--- src/rtl/apb_splitter_pkg.sv ---
// -----------------------------------------------------------------------------
// apb_splitter_pkg
//   Shared types and constants for the APB one-to-many splitter:
//   - ADDR_W / DATA_W : APB address and data widths (32)
//   - IDX_W           : width of a decoded slave index (enough for 16 slaves)
//   - state_e         : transfer FSM states
//   - dec_res_t       : address-decode result (mapped flag + slave index)
// -----------------------------------------------------------------------------
package apb_splitter_pkg;

  localparam int ADDR_W     = 32;
  localparam int DATA_W     = 32;
  localparam int MAX_SLAVES = 16;
  localparam int IDX_W      = $clog2(MAX_SLAVES);

  typedef enum logic [1:0] {
    ST_IDLE   = 2'd0,
    ST_SETUP  = 2'd1,
    ST_ACCESS = 2'd2,
    ST_RESP   = 2'd3
  } state_e;

  typedef struct packed {
    logic             mapped;
    logic [IDX_W-1:0] idx;
  } dec_res_t;

endpackage

--- src/rtl/apb_splitter_decode.sv ---
// -----------------------------------------------------------------------------
// apb_splitter_decode
//   Purely combinational address decoder. The field
//   paddr[SEL_LSB +: SEL_W] minus SEL_BASE selects a slave; the address is
//   mapped only when the field is at or above SEL_BASE and the resulting
//   index is below NUM_SLAVES.
//   Ports:
//     paddr : in  ADDR_W   upstream address
//     dec   : out dec_res_t  {mapped, idx}
// -----------------------------------------------------------------------------
module apb_splitter_decode
  import apb_splitter_pkg::*;
#(
  parameter int NUM_SLAVES = 2,
  parameter int SEL_LSB    = 28,
  parameter int SEL_W      = 4,
  parameter int SEL_BASE   = 4
) (
  input  logic [ADDR_W-1:0] paddr,
  output dec_res_t          dec
);

  logic [SEL_W-1:0] field;
  logic [31:0]      field_ext;
  logic [31:0]      offset;
  logic             unused_paddr;

  // Only the decode field matters; the reduction keeps the rest of the bus
  // visibly consumed.
  assign unused_paddr = ^paddr;

  always_comb begin
    field     = paddr[SEL_LSB +: SEL_W];
    field_ext = 32'(field);
    // Wrap-around below SEL_BASE is caught by the explicit >= test, so the
    // unsigned subtraction result is only trusted when that test passes.
    offset     = field_ext - 32'(SEL_BASE);
    dec.mapped = (field_ext >= 32'(SEL_BASE)) && (offset < 32'(NUM_SLAVES));
    dec.idx    = offset[IDX_W-1:0];
  end

endmodule

--- src/rtl/apb_splitter.sv ---
// -----------------------------------------------------------------------------
// apb_splitter
//   Routes one upstream APB transfer at a time to one of NUM_SLAVES
//   downstream APB slaves selected by an address field. Unmapped addresses
//   and slaves that stall for TIMEOUT_CYCLES access cycles are answered
//   locally with an error. Every output is a flop.
//   Ports:
//     pclk, preset              : clock, synchronous active-high reset
//     in_psel/penable/pwrite    : upstream control          (in)
//     in_paddr, in_pwdata       : upstream address / data   (in, 32)
//     in_prdata, in_pready,
//     in_pslverr                : upstream response         (out)
//     out_psel                  : one-hot slave select      (out, NUM_SLAVES)
//     out_penable, out_pwrite,
//     out_paddr, out_pwdata     : shared downstream bus     (out)
//     out_prdata                : slave i at [32i+31:32i]   (in)
//     out_pready, out_pslverr   : per-slave response        (in, NUM_SLAVES)
//     stat_timeout, stat_decerr : one-cycle event pulses    (out)
// -----------------------------------------------------------------------------
module apb_splitter
  import apb_splitter_pkg::*;
#(
  parameter int NUM_SLAVES     = 2,
  parameter int SEL_LSB        = 28,
  parameter int SEL_W          = 4,
  parameter int SEL_BASE       = 4,
  parameter int TIMEOUT_CYCLES = 256
) (
  input  logic                         pclk,
  input  logic                         preset,
  input  logic                         in_psel,
  input  logic                         in_penable,
  input  logic                         in_pwrite,
  input  logic [ADDR_W-1:0]            in_paddr,
  input  logic [DATA_W-1:0]            in_pwdata,
  output logic [DATA_W-1:0]            in_prdata,
  output logic                         in_pready,
  output logic                         in_pslverr,
  output logic [NUM_SLAVES-1:0]        out_psel,
  output logic                         out_penable,
  output logic                         out_pwrite,
  output logic [ADDR_W-1:0]            out_paddr,
  output logic [DATA_W-1:0]            out_pwdata,
  input  logic [NUM_SLAVES*DATA_W-1:0] out_prdata,
  input  logic [NUM_SLAVES-1:0]        out_pready,
  input  logic [NUM_SLAVES-1:0]        out_pslverr,
  output logic                         stat_timeout,
  output logic                         stat_decerr
);

  localparam bit TO_EN = (TIMEOUT_CYCLES != 0);
  localparam int CNT_W = (TIMEOUT_CYCLES > 2) ? $clog2(TIMEOUT_CYCLES) : 1;
  localparam logic [CNT_W-1:0] CNT_LIMIT =
    CNT_W'((TIMEOUT_CYCLES > 0) ? TIMEOUT_CYCLES - 1 : 0);

  state_e                  state_q, state_d;
  logic [CNT_W-1:0]        cnt_q, cnt_d;
  logic [NUM_SLAVES-1:0]   out_psel_q, out_psel_d;
  logic                    out_penable_q, out_penable_d;
  logic                    out_pwrite_q, out_pwrite_d;
  logic [ADDR_W-1:0]       out_paddr_q, out_paddr_d;
  logic [DATA_W-1:0]       out_pwdata_q, out_pwdata_d;
  logic [DATA_W-1:0]       in_prdata_q, in_prdata_d;
  logic                    in_pready_q, in_pready_d;
  logic                    in_pslverr_q, in_pslverr_d;
  logic                    stat_timeout_q, stat_timeout_d;
  logic                    stat_decerr_q, stat_decerr_d;

  dec_res_t                in_dec;
  logic [NUM_SLAVES-1:0]   dec_onehot;
  logic                    sel_ready;
  logic                    sel_err;
  logic [DATA_W-1:0]       sel_rdata;

  apb_splitter_decode #(
    .NUM_SLAVES (NUM_SLAVES),
    .SEL_LSB    (SEL_LSB),
    .SEL_W      (SEL_W),
    .SEL_BASE   (SEL_BASE)
  ) u_decode (
    .paddr (in_paddr),
    .dec   (in_dec)
  );

  always_comb begin
    for (int i = 0; i < NUM_SLAVES; i++) begin
      dec_onehot[i] = (in_dec.idx == IDX_W'(i));
    end
  end

  // The registered one-hot select doubles as the captured slave index, so
  // the response mux keys directly off it.
  always_comb begin
    sel_ready = 1'b0;
    sel_err   = 1'b0;
    sel_rdata = '0;
    for (int i = 0; i < NUM_SLAVES; i++) begin
      if (out_psel_q[i]) begin
        sel_ready = out_pready[i];
        sel_err   = out_pslverr[i];
        sel_rdata = out_prdata[i*DATA_W +: DATA_W];
      end
    end
  end

  always_comb begin
    // NOTE: every _d gets a default before the case so no path leaves a
    // variable unassigned, which would otherwise infer a latch.
    state_d        = state_q;
    cnt_d          = cnt_q;
    out_psel_d     = out_psel_q;
    out_penable_d  = out_penable_q;
    out_pwrite_d   = out_pwrite_q;
    out_paddr_d    = out_paddr_q;
    out_pwdata_d   = out_pwdata_q;
    in_prdata_d    = in_prdata_q;
    in_pslverr_d   = in_pslverr_q;
    in_pready_d    = 1'b0;
    stat_timeout_d = 1'b0;
    stat_decerr_d  = 1'b0;

    unique case (state_q)
      ST_IDLE: begin
        if (in_psel && !in_penable) begin
          out_paddr_d  = in_paddr;
          out_pwrite_d = in_pwrite;
          out_pwdata_d = in_pwdata;
          if (in_dec.mapped) begin
            state_d    = ST_SETUP;
            out_psel_d = dec_onehot;
          end else begin
            state_d       = ST_RESP;
            in_pready_d   = 1'b1;
            in_pslverr_d  = 1'b1;
            in_prdata_d   = '0;
            stat_decerr_d = 1'b1;
          end
        end
      end

      ST_SETUP: begin
        state_d       = ST_ACCESS;
        out_penable_d = 1'b1;
        cnt_d         = '0;
      end

      ST_ACCESS: begin
        // pready is tested first so a slave answering on the limit cycle
        // still completes normally.
        if (sel_ready) begin
          state_d       = ST_RESP;
          out_psel_d    = '0;
          out_penable_d = 1'b0;
          in_pready_d   = 1'b1;
          in_prdata_d   = sel_rdata;
          in_pslverr_d  = sel_err;
        end else if (TO_EN && (cnt_q == CNT_LIMIT)) begin
          state_d        = ST_RESP;
          out_psel_d     = '0;
          out_penable_d  = 1'b0;
          in_pready_d    = 1'b1;
          in_prdata_d    = '0;
          in_pslverr_d   = 1'b1;
          stat_timeout_d = 1'b1;
        end else begin
          cnt_d = cnt_q + CNT_W'(1);
        end
      end

      ST_RESP: begin
        state_d = ST_IDLE;
      end

      default: begin
        state_d = ST_IDLE;
      end
    endcase
  end

  // NOTE: sequential state uses non-blocking assignments so every flop
  // samples the pre-edge values regardless of statement order.
  always_ff @(posedge pclk) begin
    if (preset) begin
      state_q        <= ST_IDLE;
      cnt_q          <= '0;
      out_psel_q     <= '0;
      out_penable_q  <= 1'b0;
      out_pwrite_q   <= 1'b0;
      out_paddr_q    <= '0;
      out_pwdata_q   <= '0;
      in_prdata_q    <= '0;
      in_pready_q    <= 1'b0;
      in_pslverr_q   <= 1'b0;
      stat_timeout_q <= 1'b0;
      stat_decerr_q  <= 1'b0;
    end else begin
      state_q        <= state_d;
      cnt_q          <= cnt_d;
      out_psel_q     <= out_psel_d;
      out_penable_q  <= out_penable_d;
      out_pwrite_q   <= out_pwrite_d;
      out_paddr_q    <= out_paddr_d;
      out_pwdata_q   <= out_pwdata_d;
      in_prdata_q    <= in_prdata_d;
      in_pready_q    <= in_pready_d;
      in_pslverr_q   <= in_pslverr_d;
      stat_timeout_q <= stat_timeout_d;
      stat_decerr_q  <= stat_decerr_d;
    end
  end

  assign out_psel     = out_psel_q;
  assign out_penable  = out_penable_q;
  assign out_pwrite   = out_pwrite_q;
  assign out_paddr    = out_paddr_q;
  assign out_pwdata   = out_pwdata_q;
  assign in_prdata    = in_prdata_q;
  assign in_pready    = in_pready_q;
  assign in_pslverr   = in_pslverr_q;
  assign stat_timeout = stat_timeout_q;
  assign stat_decerr  = stat_decerr_q;

endmodule

--- config.mk ---
export PLATFORM = sky130hd
export DESIGN_NAME = apb_splitter
export DESIGN_NICKNAME = d
export VERILOG_FILES = /design/src/rtl/apb_splitter_pkg.sv /design/src/rtl/apb_splitter_decode.sv /design/src/rtl/apb_splitter.sv
export SDC_FILE = /design/constraint.sdc
export NUM_CORES = 1
export LEC_CHECK = 0
export ABC_AREA = 1
export CAP_MARGIN = 10
export CORE_AREA = 2 2 132 134
export CTS_CLUSTER_DIAMETER = 80
export DETAILED_ROUTE_END_ITERATION = 6
export DIE_AREA = 0 0 134 136
export GPL_TIMING_DRIVEN = 0
export HOLD_SLACK_MARGIN = 0.1
export SLEW_MARGIN = 10
export SYNTH_ARGS = -nofsm -noshare
export SYNTH_HDL_FRONTEND = slang
export SYNTH_SLANG_ARGS = --single-unit
--- constraint.sdc ---
create_clock -name pclk -period 1.8 [get_ports pclk]
set_input_delay 0.36 -clock pclk [delete_from_list [all_inputs] [get_ports pclk]]
set_output_delay 0.36 -clock pclk [all_outputs]
set_load 0.02 [all_outputs]
-- Word-level counts from Yosys, hierarchy flattened
Cells that the tools add are included.
- add/sub/neg operators: 2
- $lt $le $gt $ge: 2
- equality and inequality tests: 11
- muxes and demuxes: 37
- bitwise operators: 2
- reductions and logical operators: 15
- operator list (cell ; number):
    two-way mux 32 bit ; 6
    one-hot mux 32 bit (2 select lines) ; 1
    < comparator 32 x 2 -> 1 bit, second input constant ; 1
    two-way mux 2 bit ; 8
    two-way mux 8 bit ; 2
    one-hot mux 8 bit (2 select lines) ; 1
    two-way mux 1 bit ; 14
    != test 2 bit, second input constant ; 5
    adder 8 x 1 -> 8 bit, second input constant ; 1
    equality test 8 bit, second input constant ; 1
    one-hot mux 2 bit (4 select lines) ; 1
    AND reduction 4 bit ; 2
    one-hot mux 1 bit (2 select lines) ; 3
    AND reduction 2 bit ; 3
    subtractor 4 x 3 -> 5 bit, second input constant ; 1
    equality test 2 bit, second input constant ; 2
    equality test 4 x 1 -> 1 bit, second input constant ; 1
    >= comparator 4 x 3 -> 1 bit, second input constant ; 1
    zero test 4 bit ; 1
    one-hot mux 2 bit (2 select lines) ; 1
    nonzero test 2 bit ; 2
    != test 3 bit, second input constant ; 1
    AND reduction 3 bit ; 1
    OR reduction 3 bit ; 1
    other kinds (6) ; 8
- flip-flop bits (word level): 114
- word-level logic and storage cells: 81

-- Depth between registers and ports, before layout
- word-level depth: 6
- gate-level depth with buffers: 11
- gate-level depth less buffers: 10

-- By module
A second synthesis with hierarchy kept.
- cells, all modules: 764
- area total of the unflattened synthesis: 5241.3 µm²
- modules (own cells, without submodules) (module ; instances ; cells each ; area an instance (µm²) ; seq. area each (µm²)):
    apb_splitter ; 1 ; 750 ; 5154.9 ; 2282.2
    apb_splitter_decode ; 1 ; 14 ; 86.3 ; 0.0

-- Worst setup path after synthesis
OpenSTA, ideal clock, no wires.
- path type: register -> register
- from: register state_q[0]
- to: register in_pslverr_q, in the netlist in_pslverr
- library setup time: 113 ps
- arrival: 1412 ps
- path slack: 275 ps
- stages on the path, launching flop included: 11
- buffers on the path: 1
- path through: dfxtp_1 > inv_1 > ha_1 > inv_2 > nand2_1 > nand2_1 > inv_2 > nand3_4 > buf_2 > nor2_1 > nor2_1
- word-level cells in the longest chain between the ends: 3
- elaborated cells between the ends (all ways): 8
- RTL lines (element ; RTL line ; RTL):
    start: declaration ; apb_splitter.sv:56 ; state_e state_q, state_d;
    start signal: assignment ; apb_splitter.sv:197 ; state_q <= state_d;
    equality test 2 bit or zero test 2 bit (tied branches) ; apb_splitter.sv:122 ; unique case (state_q)
    != test 3 bit (no line) (tied with other cells) ; n/a ;
    AND reduction 4 bit (no line) ; n/a ;
    end signal: assignment ; apb_splitter.sv:206 ; in_pslverr_q <= in_pslverr_d;
    end: declaration ; apb_splitter.sv:65 ; logic in_pslverr_q, in_pslverr_d;
Several ways; a longest one is shown, not always the timed one.
A chain may end at the register's enable or synchronous reset.

-- Final worst setup path
- from: register out_pwdata_q[28], in the netlist out_pwdata[28]
- to: output port out_pwdata[28]
- RTL lines (element ; RTL line ; RTL):
    start: declaration ; apb_splitter.sv:62 ; logic [DATA_W-1:0] out_pwdata_q, out_pwdata_d;
    start signal: assignment ; apb_splitter.sv:203 ; out_pwdata_q <= out_pwdata_d;
    end: declaration ; apb_splitter.sv:43 ; output logic [DATA_W-1:0] out_pwdata,
No word-level cell between the ends.

==> summary.txt <==
GLOBAL ROUTING
----------------------------------------------------------------------------------
Remaining global-route overflow                                                  0
GRT Total Usage                                                              18.6%
Number of global-route vias before repair                                     5313
Peak-usage layer in the global routing report                                 met2
Met2 demand-to-capacity share in global routing                              29.7%
First-pass GRT wire length                                                 26.6 mm
Met3 routing resource usage after global routing                             9.88%
Initial antenna violation count                                                  0
Pin count of the biggest net entering global routing                            17
Met1 global-route usage                                                      21.1%

ROUTING
----------------------------------------------------------------------------------
Final antenna-violating net count                                                0
Detailed Route WL                                                          16.8 mm
Via/cell ratio                                                                4.40
Detailed Routing Iterations Pass 1                                               4
Drc violations                                                                   0
Vias post-DR                                                                  5374
Drt wl/cell                                                                13.7 um
Iter 0 DRT Violations                                                          223

CLOCK NETWORK
----------------------------------------------------------------------------------
TritonCTS clock tree                                                           yes
Clock sink count                                                               114
Number of setup buffers added after CTS                                          0
Root cell of the clock tree                                              clkbuf_16
Clock buffers created by TritonCTS                                              17
Buffers from clock root to sink, at most                                         2
Clk_lat worst skew                                                         0.42 ns
Deepest level of the CTS H-tree                                                  4
Clock slew at reported path FFs                                            0.05 ns

DIE
----------------------------------------------------------------------------------
Die X                                                                       134 um
Die boundary height                                                         136 um
Area enclosed by the die boundary                                        18200 um2
Top-level I/O count                                                            241
Std-Cell Rows                                                                   48
Effective utilization at floorplan                                           29.3%
Placeable core region                                                    16900 um2

TIMING
----------------------------------------------------------------------------------
Slew @ Worst Pin                                                          0.480 ns
Final hold slack                                                          0.473 ns
Rel. slew slack                                                              68.0%
Final critical-path share of the clock period                                97.6%
Count of final hold-check violations                                             0
Fin crit period                                                            1.76 ns
Final setup vio count                                                            0
Final Max Tran Viols                                                             0
Worst Clk Skew                                                           0.0123 ns
Fmax                                                                       569 MHz
Setup slack after layout                                                 0.0424 ns
RSZ-0062 raised after global routing                                          true
Sum Neg Setup Slack                                                           0 ns

SYNTH
----------------------------------------------------------------------------------
Netlist area before placement                                             4940 um2
Mapped Cells                                                                   725
Number of enable-type register cells in the synthesized netlist                  0
Synth Net Count                                                                866
Post-synth top flop                                                        dfxtp_1
Unique cell type count in the Yosys netlist                                     22
Sequential element share of the synthesized area                             46.2%
Count of warnings emitted by yosys                                               0
Avg Inst Size Synth                                                       6.81 um2
Async set-or-reset flop fraction in the synthesized netlist                     0%
Synth Register Bits                                                            114

CRITICAL PATH
----------------------------------------------------------------------------------
Biggest cell delay along the critical path                                 0.63 ns
Endpoint of the worst-slack reg-to-reg timing path                    state_q[1]$_SDFFE_PP0P_
Critical Setup Path Class                                             flip-flop to output pin
Slack of the worst reg-to-reg path                                         0.17 ns
WP data required                                                           1.44 ns
Crit path DAT                                                              1.40 ns
Timing startpoint of the critical path                                out_pwdata[28]$_SDFFE_PP0P_
Worst path cell trace                                                 clkdlybuf4s50_1
Worst path slowest cell                                               clkdlybuf4s50_1
FF-to-FF path depth                                                              9
Worst-path maximum fanout                                                        2
Startpoint of the worst-slack reg-to-reg timing path                  cnt_q[1]$_SDFFE_PP0P_
Number of buffers and inverters on the critical path                             1
Kind of start point of the critical path                                 flip-flop
CP Capture Type                                                         output pin
CP delay by family, top                                               buffers and inverters

MIN PATH
----------------------------------------------------------------------------------
Hold Path Depth                                                                  1
Hold-critical path endpoint                                           cnt_q[0]$_SDFFE_PP0P_
Classification of the worst-slack hold path                           flip-flop to flip-flop
Worst Min Path Start                                                  cnt_q[0]$_SDFFE_PP0P_

POWER AND IR DROP
----------------------------------------------------------------------------------
Gate power share                                                             39.4%
Internal                                                                   7580 uW
Worst IR Drop VDD                                                         0.619 mV
Total leakage power                                                     0.00369 uW
Switching power share of the total                                           35.0%
Power density over the cells                                           1390 nW/um2
NetSw                                                                      4080 uW
Part of the power in registers                                               28.8%
Power Total                                                               11700 uW
Clock share of power                                                         31.8%

RUN
----------------------------------------------------------------------------------
Number of violations of the max-capacitance limit                                0

PLACEMENT
----------------------------------------------------------------------------------
Number of input and output port buffers inserted                               240
Placer's final routability congestion estimate                               0.812
Estimated wirelength of the detail-placed design                           12.5 mm
Pre-CTS WS                                                               -0.550 ns

FINISH
----------------------------------------------------------------------------------
Filler cell count                                                             1703
Most frequent cells in the layout                                     nor2_1, clkdlybuf4s50_1, nand2_1, dfxtp_1, o21ai_0
Area overhead of the layout relative to synthesis                            69.3%
Most common cell after layout, fill and taps aside                          nor2_1
Total inserted antenna cells                                                     0
Total number of nets in the final design                                      1125
End-of-flow core utilization                                                 49.5%
Share of final-layout standard cells stronger than drive strength 1          7.52%

STATUS
----------------------------------------------------------------------------------
Run status                                                            finished clean

==> logic make-up after synthesis <==
family / count (synthesis) / share of synthesized area [%]
simple gates: 389 / 30.9
flops: 114 / 46.2
compound gates: 110 / 12.6
buf+inv: 107 / 9.07
fa+ha+maj: 4 / 1.01
xor+xnor: 1 / 0.177
==> repair_timing <==
item	in CTS	in global routing
hold endpoints to repair	0	0
cloned	0	1
endpoints found under the setup margin	48	96
resized for setup	8	38
hold buffers	0	0
==> per-stage QoR <==
step / instance area (um2) / instances
after detailed placement: 7620 / 1190
after floorplan: 4940 / 725
after CTS: 8270 / 1221
after global routing: 8360 / 1222
final: 8360 / 1222
after global placement: 7620 / 1190
==> layout make-up <==
type / instances / area [um2] / share of cell area, %
Clock inverter: 9 / 178 / 2.12
Sequential cell: 114 / 2280 / 27.3
Clock buffer: 23 / 468 / 5.60
Buffer: 41 / 230 / 2.75
Timing Repair Buffer: 240 / 2410 / 28.8
Inverter: 65 / 244 / 2.92
Tap cell: 225 / 282 / 3.37
Multi-Input combinational cell: 505 / 2270 / 27.1
==> routing by layer <==
metal / part of all wire (%) / vias to the layer above
met4: 1.4 / 0
met1: 43 / 2348
li1: - / 2787
met5: 0 / -
met2: 43 / 223
met3: 12 / 16
==> power groups by stage <==
stage	clock [uW]	sequential [uW]	combinational, uW
after floorplan	0	3990	2000
after global placement	0	3380	4490
after detailed placement	0	3390	4480
after CTS	3800	3350	4510
after global routing	3920	3420	5140
final	3710	3360	4590
==> synth_stat cells, types with 3 or more instances <==
master      n  area, um2
buf_2      13       65.1
inv_1      60        225
nand3_1    15       75.1
o21ai_1    11       55.1
nor2_1    237        890
buf_6       3       33.8
dfxtp_1   114       2280
clkbuf_1   24       90.1
nand2_1   125        469
ha_1        4       50.1
a21oi_1     8       40.0
inv_2       5       18.8
o21ai_0    62        310
nand4_1     5       31.3
a22oi_1    29        218
==> worst max path at each step <==
| stage | end | slack (ns) | depth (start not counted) |
|---|---|---|---|
| 3_3_place_gp | out_paddr[28]$_SDFFE_PP0P_ | -0.54 | 6 |
| 2_1_floorplan | in_pslverr$_SDFFE_PP0P_ | 0.28 | 10 |
| 6_report | out_pwdata[28] | 0.04 | 1 |
| 5_1_grt | in_prdata[17]$_SDFFE_PP0P_ | -0.04 | 9 |
| 4_1_cts | out_pwdata[3] | 0.006 | 1 |
| 3_5_place_dp | out_paddr[29]$_SDFFE_PP0P_ | -0.55 | 6 |
==> flip-flops by register name, summed over array words and instances (netlist names) <==
register and flops:
in_pready 1, cnt_q 8, out_pwdata 32, in_pslverr 1
in_prdata 32, out_paddr 32, stat_decerr 1, out_pwrite 1
stat_timeout 1, out_penable 1, state_q 2, out_psel 2
Note: power is estimated with default switching activity, not from simulation.
